<file path="src/rtl/arc4_pkg.sv">
// Shared types and constants for the ARC4 phase sequencer.
// Holds the sequencer state encoding and the default watchdog limit.
package arc4_pkg;

    localparam int KEY_W           = 24;
    localparam int S_ADDR_W        = 8;
    localparam int WDOG_CYCLES_DEF = 8192;

    typedef enum logic [3:0] {
        IDLE,
        INIT_GO,
        INIT_LO,
        INIT_HI,
        KSA_GO,
        KSA_LO,
        KSA_HI,
        PRGA_GO,
        PRGA_LO,
        PRGA_HI,
        ERR
    } arc4_seq_state_t;

    // True for the single-cycle launch state of any phase.
    function automatic logic is_go(input arc4_seq_state_t st);
        return (st == INIT_GO) || (st == KSA_GO) || (st == PRGA_GO);
    endfunction

endpackage

</file>
<file path="src/rtl/arc4_wdog.sv">
// Phase watchdog for the ARC4 sequencer.
// Counts ticks since the last clear; 'expired' rises while the count sits
// at LIMIT-1, so a consumer that acts on it at the next edge does so
// exactly LIMIT cycles after the clear.
module arc4_wdog #(
    parameter int LIMIT = 8192
) (
    input  logic clk,
    input  logic rst,
    input  logic clear,
    input  logic tick,
    output logic expired
);

    localparam int CW = 16;

    logic [CW-1:0] count_q;
    logic [CW-1:0] count_d;

    assign expired = (count_q == CW'(LIMIT - 1));

    // Next count: clear wins, otherwise advance until the limit is reached.
    always_comb begin
        count_d = count_q;
        if (clear) begin
            count_d = '0;
        end else if (tick && !expired) begin
            count_d = count_q + 1'b1;
        end
    end

    // Count register.
    always_ff @(posedge clk or posedge rst) begin
        if (rst) begin
            count_q <= '0;
        end else begin
            count_q <= count_d;
        end
    end

endmodule

</file>
<file path="src/rtl/arc4_seq.sv">
// ARC4 phase sequencer: runs INIT, KSA and PRGA engines in order for each
// accepted start request and routes the owning engine onto the shared
// S-memory port.
// Optional feature: define ARC4_SEQ_WDOG_EN to add a per-phase watchdog
// that aborts a stuck run into ERR after WDOG_CYCLES cycles.
//
// Handshake: in X_GO the enable is a combinational copy of x_rdy, so the
// engine sees exactly one x_en=1 cycle; the engine then drops x_rdy while
// busy (X_LO waits for that) and raises it again when done (X_HI waits).
module arc4_seq
    import arc4_pkg::*;
#(
    parameter int WDOG_CYCLES = WDOG_CYCLES_DEF
) (
    input  logic                clk,
    input  logic                rst,
    input  logic                en,
    output logic                rdy,
    input  logic [KEY_W-1:0]    key,
    output logic                err,
    output logic                init_en,
    input  logic                init_rdy,
    input  logic [S_ADDR_W-1:0] init_addr,
    input  logic [7:0]          init_wrdata,
    input  logic                init_wren,
    output logic                ksa_en,
    input  logic                ksa_rdy,
    output logic [KEY_W-1:0]    ksa_key,
    input  logic [S_ADDR_W-1:0] ksa_addr,
    input  logic [7:0]          ksa_wrdata,
    input  logic                ksa_wren,
    output logic                prga_en,
    input  logic                prga_rdy,
    input  logic [S_ADDR_W-1:0] prga_addr,
    input  logic [7:0]          prga_wrdata,
    input  logic                prga_wren,
    output logic [S_ADDR_W-1:0] s_addr,
    output logic [7:0]          s_wrdata,
    output logic                s_wren
);

    arc4_seq_state_t state_q, state_d;
    logic [KEY_W-1:0] key_q, key_d;
    logic             start;

    assign start   = rdy && en;
    assign ksa_key = key_q;

`ifdef ARC4_SEQ_WDOG_EN
    logic wdog_clear;
    logic wdog_tick;
    logic wdog_expired;
    logic err_q, err_d;

    // Restart the count on every phase launch and keep it parked while idle.
    assign wdog_clear = ((state_d != state_q) && is_go(state_d))
                        || (state_q == IDLE) || (state_q == ERR);
    assign wdog_tick  = (state_q != IDLE) && (state_q != ERR);

    arc4_wdog #(
        .LIMIT (WDOG_CYCLES)
    ) u_wdog (
        .clk     (clk),
        .rst     (rst),
        .clear   (wdog_clear),
        .tick    (wdog_tick),
        .expired (wdog_expired)
    );

    // Error flag: set on entry to ERR, cleared by the next accepted start.
    always_comb begin
        err_d = err_q;
        if (start) begin
            err_d = 1'b0;
        end
        if ((state_d == ERR) && (state_q != ERR)) begin
            err_d = 1'b1;
        end
    end

    // Error flag register.
    always_ff @(posedge clk or posedge rst) begin
        if (rst) begin
            err_q <= 1'b0;
        end else begin
            err_q <= err_d;
        end
    end

    assign err = err_q;
`else
    logic [15:0] wdog_unused;
    assign wdog_unused = 16'(WDOG_CYCLES);
    assign err         = 1'b0;
`endif

    // Next-state and handshake outputs; enables only ever assert in X_GO.
    always_comb begin
        state_d = state_q;
        rdy     = 1'b0;
        init_en = 1'b0;
        ksa_en  = 1'b0;
        prga_en = 1'b0;
        case (state_q)
            IDLE, ERR: begin
                rdy = 1'b1;
                if (en) state_d = INIT_GO;
            end
            INIT_GO: begin
                init_en = init_rdy;
                if (init_rdy) state_d = INIT_LO;
            end
            INIT_LO: if (!init_rdy) state_d = INIT_HI;
            INIT_HI: if (init_rdy)  state_d = KSA_GO;
            KSA_GO: begin
                ksa_en = ksa_rdy;
                if (ksa_rdy) state_d = KSA_LO;
            end
            KSA_LO:  if (!ksa_rdy)  state_d = KSA_HI;
            KSA_HI:  if (ksa_rdy)   state_d = PRGA_GO;
            PRGA_GO: begin
                prga_en = prga_rdy;
                if (prga_rdy) state_d = PRGA_LO;
            end
            PRGA_LO: if (!prga_rdy) state_d = PRGA_HI;
            PRGA_HI: if (prga_rdy)  state_d = IDLE;
            default: state_d = IDLE;
        endcase
`ifdef ARC4_SEQ_WDOG_EN
        if (wdog_expired && (state_q != IDLE) && (state_q != ERR)) begin
            state_d = ERR;
            init_en = 1'b0;
            ksa_en  = 1'b0;
            prga_en = 1'b0;
        end
`endif
    end

    // Key latch: captured only when a start request is accepted.
    always_comb begin
        key_d = key_q;
        if (start) key_d = key;
    end

    // State and latched key registers.
    always_ff @(posedge clk or posedge rst) begin
        if (rst) begin
            state_q <= IDLE;
            key_q   <= '0;
        end else begin
            state_q <= state_d;
            key_q   <= key_d;
        end
    end

    // Shared S-memory mux: the phase owning the current state drives it,
    // everything else (including IDLE and ERR) sees a quiet, zero port.
    always_comb begin
        s_addr   = '0;
        s_wrdata = '0;
        s_wren   = 1'b0;
        case (state_q)
            INIT_GO, INIT_LO, INIT_HI: begin
                s_addr   = init_addr;
                s_wrdata = init_wrdata;
                s_wren   = init_wren;
            end
            KSA_GO, KSA_LO, KSA_HI: begin
                s_addr   = ksa_addr;
                s_wrdata = ksa_wrdata;
                s_wren   = ksa_wren;
            end
            PRGA_GO, PRGA_LO, PRGA_HI: begin
                s_addr   = prga_addr;
                s_wrdata = prga_wrdata;
                s_wren   = prga_wren;
            end
            default: begin
                s_addr   = '0;
                s_wrdata = '0;
                s_wren   = 1'b0;
            end
        endcase
    end

endmodule

</file>
<file path="config.mk">
export PLATFORM = sky130hd
export DESIGN_NAME = arc4_seq
export DESIGN_NICKNAME = d
export VERILOG_FILES = /design/src/rtl/arc4_pkg.sv /design/src/rtl/arc4_wdog.sv /design/src/rtl/arc4_seq.sv
export SDC_FILE = /design/constraint.sdc
export NUM_CORES = 1
export LEC_CHECK = 0
export BUFFER_PORTS_ARGS = -buffer_cell sky130_fd_sc_hd__buf_4
export CORE_ASPECT_RATIO = 0.8
export CORE_MARGIN = 8
export CORE_UTILIZATION = 44
export DETAILED_ROUTE_END_ITERATION = 16
export MAX_ROUTING_LAYER = met4
export PLACE_DENSITY = 0.85
export SYNTH_ARGS = -nofsm -noshare
export SYNTH_HDL_FRONTEND = slang
export SYNTH_HIERARCHICAL = 1
export SYNTH_SLANG_ARGS = --single-unit
</file>
<file path="constraint.sdc">
create_clock -name clk -period 5.5 [get_ports clk]
set_input_delay 1.1 -clock clk [delete_from_list [all_inputs] [get_ports clk]]
set_output_delay 1.1 -clock clk [all_outputs]
set_load 0.05 [all_outputs]
</file>
# == Word-level counts from Yosys, hierarchy flattened ==
# Index checks and enable logic that the tools add are counted.
# totals
reg_bits,28
in_bits,81
out_inout_bits,46
wordCells,47
# classes
eq_ne,20
n_mux,18
n_reduce_logical,7
# ops
op,count
$pmux 8 s3,2
$mux 4,10
$pmux 4 s10,1
$ne 2x2->1 const B,10
$eq 4x3->1 const B,4
$eq 4x4->1 const B,3
$reduce_and 10->1,1
$reduce_or 3->1,3
$eq 4x2->1 const B,2
$eq 4x1->1 const B,1
$logic_not 4->1,1
$mux 1,4
$pmux 1 s3,1
$reduce_or 2->1,1
$logic_and 1x1->1,1

# == Longest topological paths before layout ==
# Gate-level depths: netlist of the first run.
# logic_depth
word_depth,4
mapped_depth,6
mapped_depth_nobuf,4

# == Worst setup path after synthesis of the first run ==
# OpenSTA, ideal clock, no wires.
# synth_timing
path_kind,in2out
from,in ksa_rdy
to,out ksa_en
arrival_ns,2.591
slack_ns,1.809
stages,2
cell_sequence,nand2_1 -> nor4_1
# synth_via
elab_chain_len,1
# synth_rtl
element,line_no,source
start: declaration,arc4_seq.sv:27,"input logic ksa_rdy,"
$mux 1,arc4_seq.sv:104,case (state_q)
end: declaration,arc4_seq.sv:26,"output logic ksa_en,"
# Every way passes these cells.

# == Final worst setup path of the first run ==
# layout_timing
from,reg state_q[2]
to,out s_wrdata[0]
# layout_via
elab_chain_len,3
# layout_rtl
element,line_no,source
start: declaration,arc4_seq.sv:42,"arc4_seq_state_t state_q, state_d;"
start signal: assignment,arc4_seq.sv:151,state_q <= state_d;
"$eq 4x3->1, or another cell as far along",arc4_seq.sv:162,case (state_q)
$reduce_or 3->1,arc4_seq.sv:162,
$pmux 8 s3 *,arc4_seq.sv:162,
end: declaration,arc4_seq.sv:38,"output logic [7:0] s_wrdata,"
# Mark *: on every way between the ends. The rest lies on a longest branch, timed or not.

==> results list, run 1 <==
- Fraction of layout cells with a size suffix above 1: roughly three fifths
* Path class of the lowest-slack min-delay path: reg -> reg
* Worst hold slack across all endpoints: 519 ps
- Setup violations remaining at the end of the flow were counted as 0.
* Total area of multi-input combinational cells: ~940 um2
* Maximum fanout count along the critical path: 17
- The net count of the finished layout is roughly 350.
- CTS tree: done
- Maximum buffer depth of the clock tree: 2
* Run status: finished, final reports clean
- Dividing the detail-routed wire length by the instance count gives 18.3 um.
* Fraction of post-synthesis cell area in the top cell type by area: about two fifths
* Number of top-level design ports: about 130
- Setup Buffers After CTS: 0
* Starting density of the core: 45.7%
- The worst-case IR drop observed on VDD is between 0.4 and 0.5 mV.
- Average via count per standard cell: 5.16
- Row count: 20
- The worst setup path is launched from a flop.
- Category of the worst setup path capture point: output port
- TritonCTS sink count: 28
- Clock network latency to the later pin of the worst-skew pair: around 270 ps
- After synthesis, the largest family of logic cells by area is compound AO/OA/AOI/OAI gates.
- The initial antenna violation count is 0.
* Routed Wire Length: 5.86 mm
- Worst rel slew slack: approximately 29%
* Overall track demand over capacity in global routing: a little under a fifth
* Number of violations of the max-capacitance limit: 0
- Subtracting the final worst setup slack from the clock period gives between 3000 and 4000 ps.
- FF/Latch Area: about 700 um2
- Measured along the x axis, the die boundary spans 86.2 um.
- Simple-gate share of the synthesized area: 10.9%
- FILL cells: roughly 280
* Synthesized-area fraction occupied by xor and xnor cells: 0%
- Synth Area in Compound Gates: between 20% and 30%
- The floorplan step set the die height to a little over 70 um.
- Total global routing overflow: 0
* Most used DFF post-synth: dfrtp_1
- Final hold violations: 0
* Count of antenna diodes in the layout: 0
- Data on the critical path arrives at its endpoint at between 2000 and 3000 ps.
- Total CTS buffers: 3
* Starting DRT DRC Count: 42
* Setup TNS Final: 0 ps
- Dividing total power by cell area gives a power density of around 780 nW/um2.
- The detail route stage leaves a number of antenna-violating nets equal to 0.
- Unrepaired setup endpoints after global routing: false
* Leakage component of the power: approximately 1.5 nW
* Post-synthesis to final-layout area growth: 57.3%
- Average footprint of a synthesized cell: between 10 and 15 um2
- The synthesized design spends more area on one cell type than any other, namely dfrtp_1.
* Number of hold buffers added after CTS: 0
- Number of distinct library cell variants in the gate-level netlist after synthesis: 38
- Yosys mapped a number of flops with a built-in enable equal to 0.
- In the routed design, unresolved DRC markers number 0.
* Area of the core region: between 3000 and 4000 um2
- CTS Root Cell: clkbuf_8
- Pins Over Slew Limit: 0
- Largest net degree at the start of global routing: 29
- Post-synthesis cell area: 1740 um2
- Post-CTS repair changed the size of 0 cells.
* Via count of the first global-routing pass: around 1700
* Pre-Repair DR Iteration Count: 4
- CP required: roughly 4400 ps
- After synthesis, the most frequently instantiated cells are 28 x dfrtp_1, 20 x mux2_4, 18 x a21o_1, 18 x a22o_1, 7 x buf_2.
- In the finished design, the share of the clock period the worst path needs comes to approximately two thirds.
- After synthesis, the share of flip-flops with an asynchronous set or reset is 100%.
* Synthesized netlist cell count: roughly 150
- Weighted congestion at the end of routability-driven global placement: 0.850
- Die outline area: between 6000 and 7000 um2
- In this run the number of H-tree levels came out at 1.
* Clock slew at the register clock pins of the worst setup and hold paths: 90 ps
- Slew at the pin closest to its max-slew limit: between 1000 and 1500 ps
* Biggest area contributors in the synthesized netlist: dfrtp_1 40%, mux2_4 17%, a22o_1 9.1%
- Syn nets: 230
- Flops & latches, synth: 28
- Summed over all nets, the half-perimeter wirelength after detailed placement is 4.75 mm.
* Clock skew after layout: 0.742 ps
- Summing the areas of all fa, ha and maj instances in the mapped netlist gives 0% of the synthesized area.
- For this run, the register share of the synthesized area comes to between 40 and 50%.
- For this run, the top clock speed supported by timing is between 200 and 300 MHz.
* Global-route wire length before repair: ~9.1 mm
- Critical path start-end classification: reg -> out
* Buffers added on ports: 125
* Total via count in the routed design: 1650
- By instance count, the leading cell after synthesis is dfrtp_1.
* Number of warnings printed during yosys synthesis: 6
- Utilization after layout: between 70% and 80%
- Mux share of post-synthesis cell area: about a fifth
-- registers in the layout, summed over array words and instances, names as in the netlist --
name	count
ksa_key	24
state_q	4
-- logic make-up after synthesis --
logic type,after synthesis
AOI/OAI and AO/OA,50
and+or+nand+nor,29
DFF,28
muxes,25
buffers and inverters,16
other,1
-- worst paths after layout --
kind                                               from                 endpoint  slack (ps)  cells past startpoint
max in group asynchronous                           rst   ksa_key[4]$_DFFE_PP0P_        3810                      2
min in group asynchronous                           rst   ksa_key[0]$_DFFE_PP0P_        1070                      2
worst min register to register  ksa_key[11]$_DFFE_PP0P_  ksa_key[11]$_DFFE_PP0P_         520                      1
worst min-delay path            ksa_key[11]$_DFFE_PP0P_  ksa_key[11]$_DFFE_PP0P_         520                      1
worst max register to register   state_q[1]$_DFFE_PP0P_   ksa_key[3]$_DFFE_PP0P_        3240                      4
worst max-delay path             state_q[2]$_DFFE_PP0P_              s_wrdata[0]        1810                      5
-- through the flow --
stage / instance area (um2) / std cells / setup slack, ps / total power [mW]
5_1_grt: 2730 / 320 / 1580 / 2.23
2_1_floorplan: 1740 / 149 / 1810 / 1.56
3_3_place_gp: 2660 / 316 / 2160 / 1.95
4_1_cts: 2730 / 320 / 1800 / 2.14
3_5_place_dp: 2660 / 316 / 2110 / 1.97
6_report: 2730 / 320 / 1810 / 2.13
-- critical path, stage by stage (launching register included) --
cell	delay (ps)
dfrtp_1	700
inv_1	160
a211oi_2	890
a22o_1	260
a21o_1	90
buf_4	200
-- layout make-up --
cell class	instances	area share, %
well taps	55	2.52
inverters	3	0.412
clock inverters	1	1.10
multi-input cells	105	34.4
clock buffers	3	1.51
flip-flops and latches	28	25.7
repair buffers	125	34.4
-- cell usage in the layout, fill, tap and decap left out, drive strengths merged, types with 2 or more instances in the layout --
cell type  netlist  routed
nand2b           2       2
o211ai           2       2
a211oi           2       2
clkbuf           2       3
nand2            4       4
buf             11     125
nor2b            3       3
a31oi            3       3
nor3             3       3
o21ai            3       3
mux2            24      24
a22o            18      18
nor4             3       3
a21o            18      18
dfrtp           28      28
a21oi            2       2
inv              3       3
nor2             5       5
-- power breakdown --
part	leakage (nW)	switching (mW)	internal [mW]
Combinational	1.14	0.971	0.573
Clock	0.0357	0.0639	0.0975
Sequential	0.336	0.112	0.309
-- metal layers --
layer  GRT usage [%]  share of wire [%]
met2            34.5                 56
met4            4.19               0.96
met1            20.9                 38
met5               -                  0
met3            3.50                4.7
Power figures use the tool's default switching activity.
==> run 2: changes to the inputs <==
- CORE_UTILIZATION: 44 -> 37
- PLACE_DENSITY: 0.85 -> 0.76
- clock period: 5.5 -> 3.05 ns (I/O delays scaled with it)
==> run 2 against run 1 <==
Net effect: total power rose by 79%; first-iteration DRC count rose to 2.7 times the previous value; global-route usage fell by 3.5 points; sequential share of layout area fell by 0.26 points; sequential power up 61%; wire length fell by 2.7%; flip-flop and latch count unchanged; via count down 1.8%; final cell count up 3.1%; critical path type unchanged.
==> results list, run 2 (same netlist as run 1, synthesis figures left out) <==
* Flop2flop setup slack: 840 ps (-2400 ps)
- Total global routing overflow: 0 (unchanged)
* Period minus WS final: between 2000 and 3000 ps
- The total CTS buffers came to 3 (unchanged).
* Count of antenna diodes in the layout: 0 (unchanged)
* Number of instances resized during post-cts repair: 0 (unchanged)
- The number of clock sinks seen by CTS was 28 (unchanged).
* Fraction of layout cells with a size suffix above 1: 60.7% (+0.74 points)
- The max-slew violation count was 0 (unchanged).
- The number of iterations in the first detailed-routing pass was 4 (unchanged).
- The later-pin clock latency in the skew report is 270 ps (about the same).
- Maximum fanout count along the critical path: 17 (unchanged)
- The cell leakage power was 1.53 nW (+1.2%).
* Utilization after layout: 60.7% (-11 points)
- Row count: 22 (+10%)
- Ratio of final minimum period to clock period: between 90% and 100%
- Routed wire per std cell: 17.3 um (-5.6%)
- Placement-stage worst setup slack: 539 ps (-1570 ps)
* Overall track demand over capacity in global routing: 15.4% (-3.5 points)
- The area of the core region came to 4540 um2 (+19%).
- The min-delay analysis places its worst path in the category reg -> reg.
- In this run the critical register-to-register path is captured at ksa_key[12]$_DFFE_PP0P_.
* FILL cells: 400 (+41%)
- The hold violation count in the final report is 0 (unchanged).
* Run status: finished, final reports clean
- The transition time at the pin with the least slew margin is 1050 ps (-6.15 ps).
- Critical path start-end classification: reg -> out
- The maximum number of pins on one net before global-route repair came to 29 (unchanged).
- The number of setup buffers added after CTS came to 0 (unchanged).
* Total via count in the routed design: 1620 (-1.8%)
* H-Tree Depth: 1 (unchanged)
- The vias per cell is 4.91 (-4.8%).
* Flip-flop count of the largest register, all copies and words added: 24 (unchanged)
- The critical path required time was 2440 ps (-1960 ps).
- The height of the die came to 77.3 um (+7.1%).
- The number of standard cells in the final layout excluding fillers came to 330 (+3.1%).
- Compared with the post-synthesis result, the final layout area differs by 58.9%.
- The quantity of hold-fixing buffers added after cts was 0 (unchanged).
- Category of the worst setup path capture point: output port
- Peak ir drop on the vdd network: 0.755 mV (+84%)
- The wire length of the first global-routing pass is 8.65 mm (-4.9%).
- The number of cells on the worst reg-to-reg path came to 5 (+1).
* FF/Latch Area: 701 um2 (unchanged)
- The worst clock skew on the final layout came to 4.05 ps (+3.31 ps).
- The number of nets with antenna violations after routing is 0 (unchanged).
* Most common cell after layout, fill and taps aside: buf_4
* CTS Root Cell: clkbuf_8
* Power consumption: 3.80 mW (+79%)
* Total area of multi-input combinational cells: 941 um2 (unchanged)
- Starting density of the core: 38.2% (-7.4 points)
- Top library cells by usage in the layout, fill and taps aside: 130 x buf_4, 28 x dfrtp_1, 20 x mux2_4
- Unrepaired setup endpoints after global routing: false
- Cell depth of the worst hold path: 1 (unchanged)
* Buffers added on ports: 125 (unchanged)
- The worst hold slack after final layout came to 512 ps (-7.07 ps).
- The half-perimeter wire length of the detailed placement result was 4.59 mm (-3.3%).
- Die outline area: 7160 um2 (+15%)
- The via count of the first global-routing pass was 1633 (-1.5%).
- STA classifies the critical path startpoint as a flop.
- Starting DRT DRC Count: 115 (+170%)
- The total number of nets in the final design was 352 (+1.4%).
- Post-route DRC: 0 (unchanged)
* Maximum buffer depth of the clock tree: 2 (unchanged)
* Number of top-level design ports: 127 (unchanged)
* Worst rel slew slack: 29.9% (+0.72 points)
- Final Cell Area: 2760 um2 (+1.0%)
* Reg2Reg Launch Point: state_q[3]$_DFFE_PP0P_
- CTS tree: done
- The total routed wirelength was 5.70 mm (-2.7%).
- Final worst slack: 237 ps (-1570 ps)
- Weighted congestion at the end of routability-driven global placement: 0.827 (-2.7%)
- Initial antenna violation count: 0 (unchanged)
- The total of max-cap violations came to 0 (unchanged).
- The width of the chip was 92.6 um (+7.4%).
- Crit path DAT: 2200 ps (-390 ps)
- Setup TNS Final: 0 ps (unchanged)
* Placed Area: 2700 um2 (+1.6%)
- Number of endpoints failing setup at the final stage: 0 (unchanged)
- The number of instances in the placed design is 326 (+3.2%).
- Pwr dens: 1380 nW/um2 (+77%)
- The worst hold path begins at ksa_key[2]$_DFFE_PP0P_.
- Max Fclk: ~360 MHz
- Clock slew at the register clock pins of the worst setup and hold paths: 90 ps (about the same)
- Min-Delay Endpoint: ksa_key[2]$_DFFE_PP0P_
run 2: changes by cell type in the layout (fill, tap and decap cells not counted):
cell,change
bufinv_16,-1
buf_4,+5
clkbuf_8,+1
run 2: power by group:
| group | internal [mW] | switching (mW) | leakage, nW |
|---|---|---|---|
| Clock | 0.115 | 0.106 | 0.0288 |
| Combinational | 1.07 | 1.83 | 1.16 |
| Sequential | 0.558 | 0.119 | 0.336 |
| Total | 1.74 | 2.06 | 1.53 |
run 2: worst max path at each step:
stage	from	end	slack, ps	cells after the start
final	state_q[2]$_DFFE_PP0P_	s_wrdata[2]	240	4
after floorplan	state_q[1]$_DFFE_PP0P_	ksa_en	230	3
after CTS	state_q[2]$_DFFE_PP0P_	s_wrdata[2]	220	4
after detailed placement	state_q[2]$_DFFE_PP0P_	s_wrdata[2]	540	4
after global placement	state_q[2]$_DFFE_PP0P_	s_wren	570	4
after global routing	state_q[2]$_DFFE_PP0P_	s_addr[0]	70	4
run 2: critical path, cell delays in order, from the launching register on:
cell and delay [ps]:
dfrtp_1 490, nor3_2 870, a22o_1 280, a21o_1 90
buf_4 190
run 2: final cells by class:
type | instances | share of cell area (%)
inverter | 3 | 0.408
timing repair buffer | 130 | 35.4
sequential | 28 | 25.4
clock buffer | 4 | 2.00
multi-input combinational | 105 | 34.1
tap | 60 | 2.72
run 2: routing by layer:
layer / track usage [%] / up-vias / routed length, um
li1: - / 796 / -
met1: 16.8 / 791 / 2190
met2: 28.4 / 31 / 3240
met3: 2.72 / 2 / 231
met4: 2.89 / 0 / 36
met5: - / - / 0
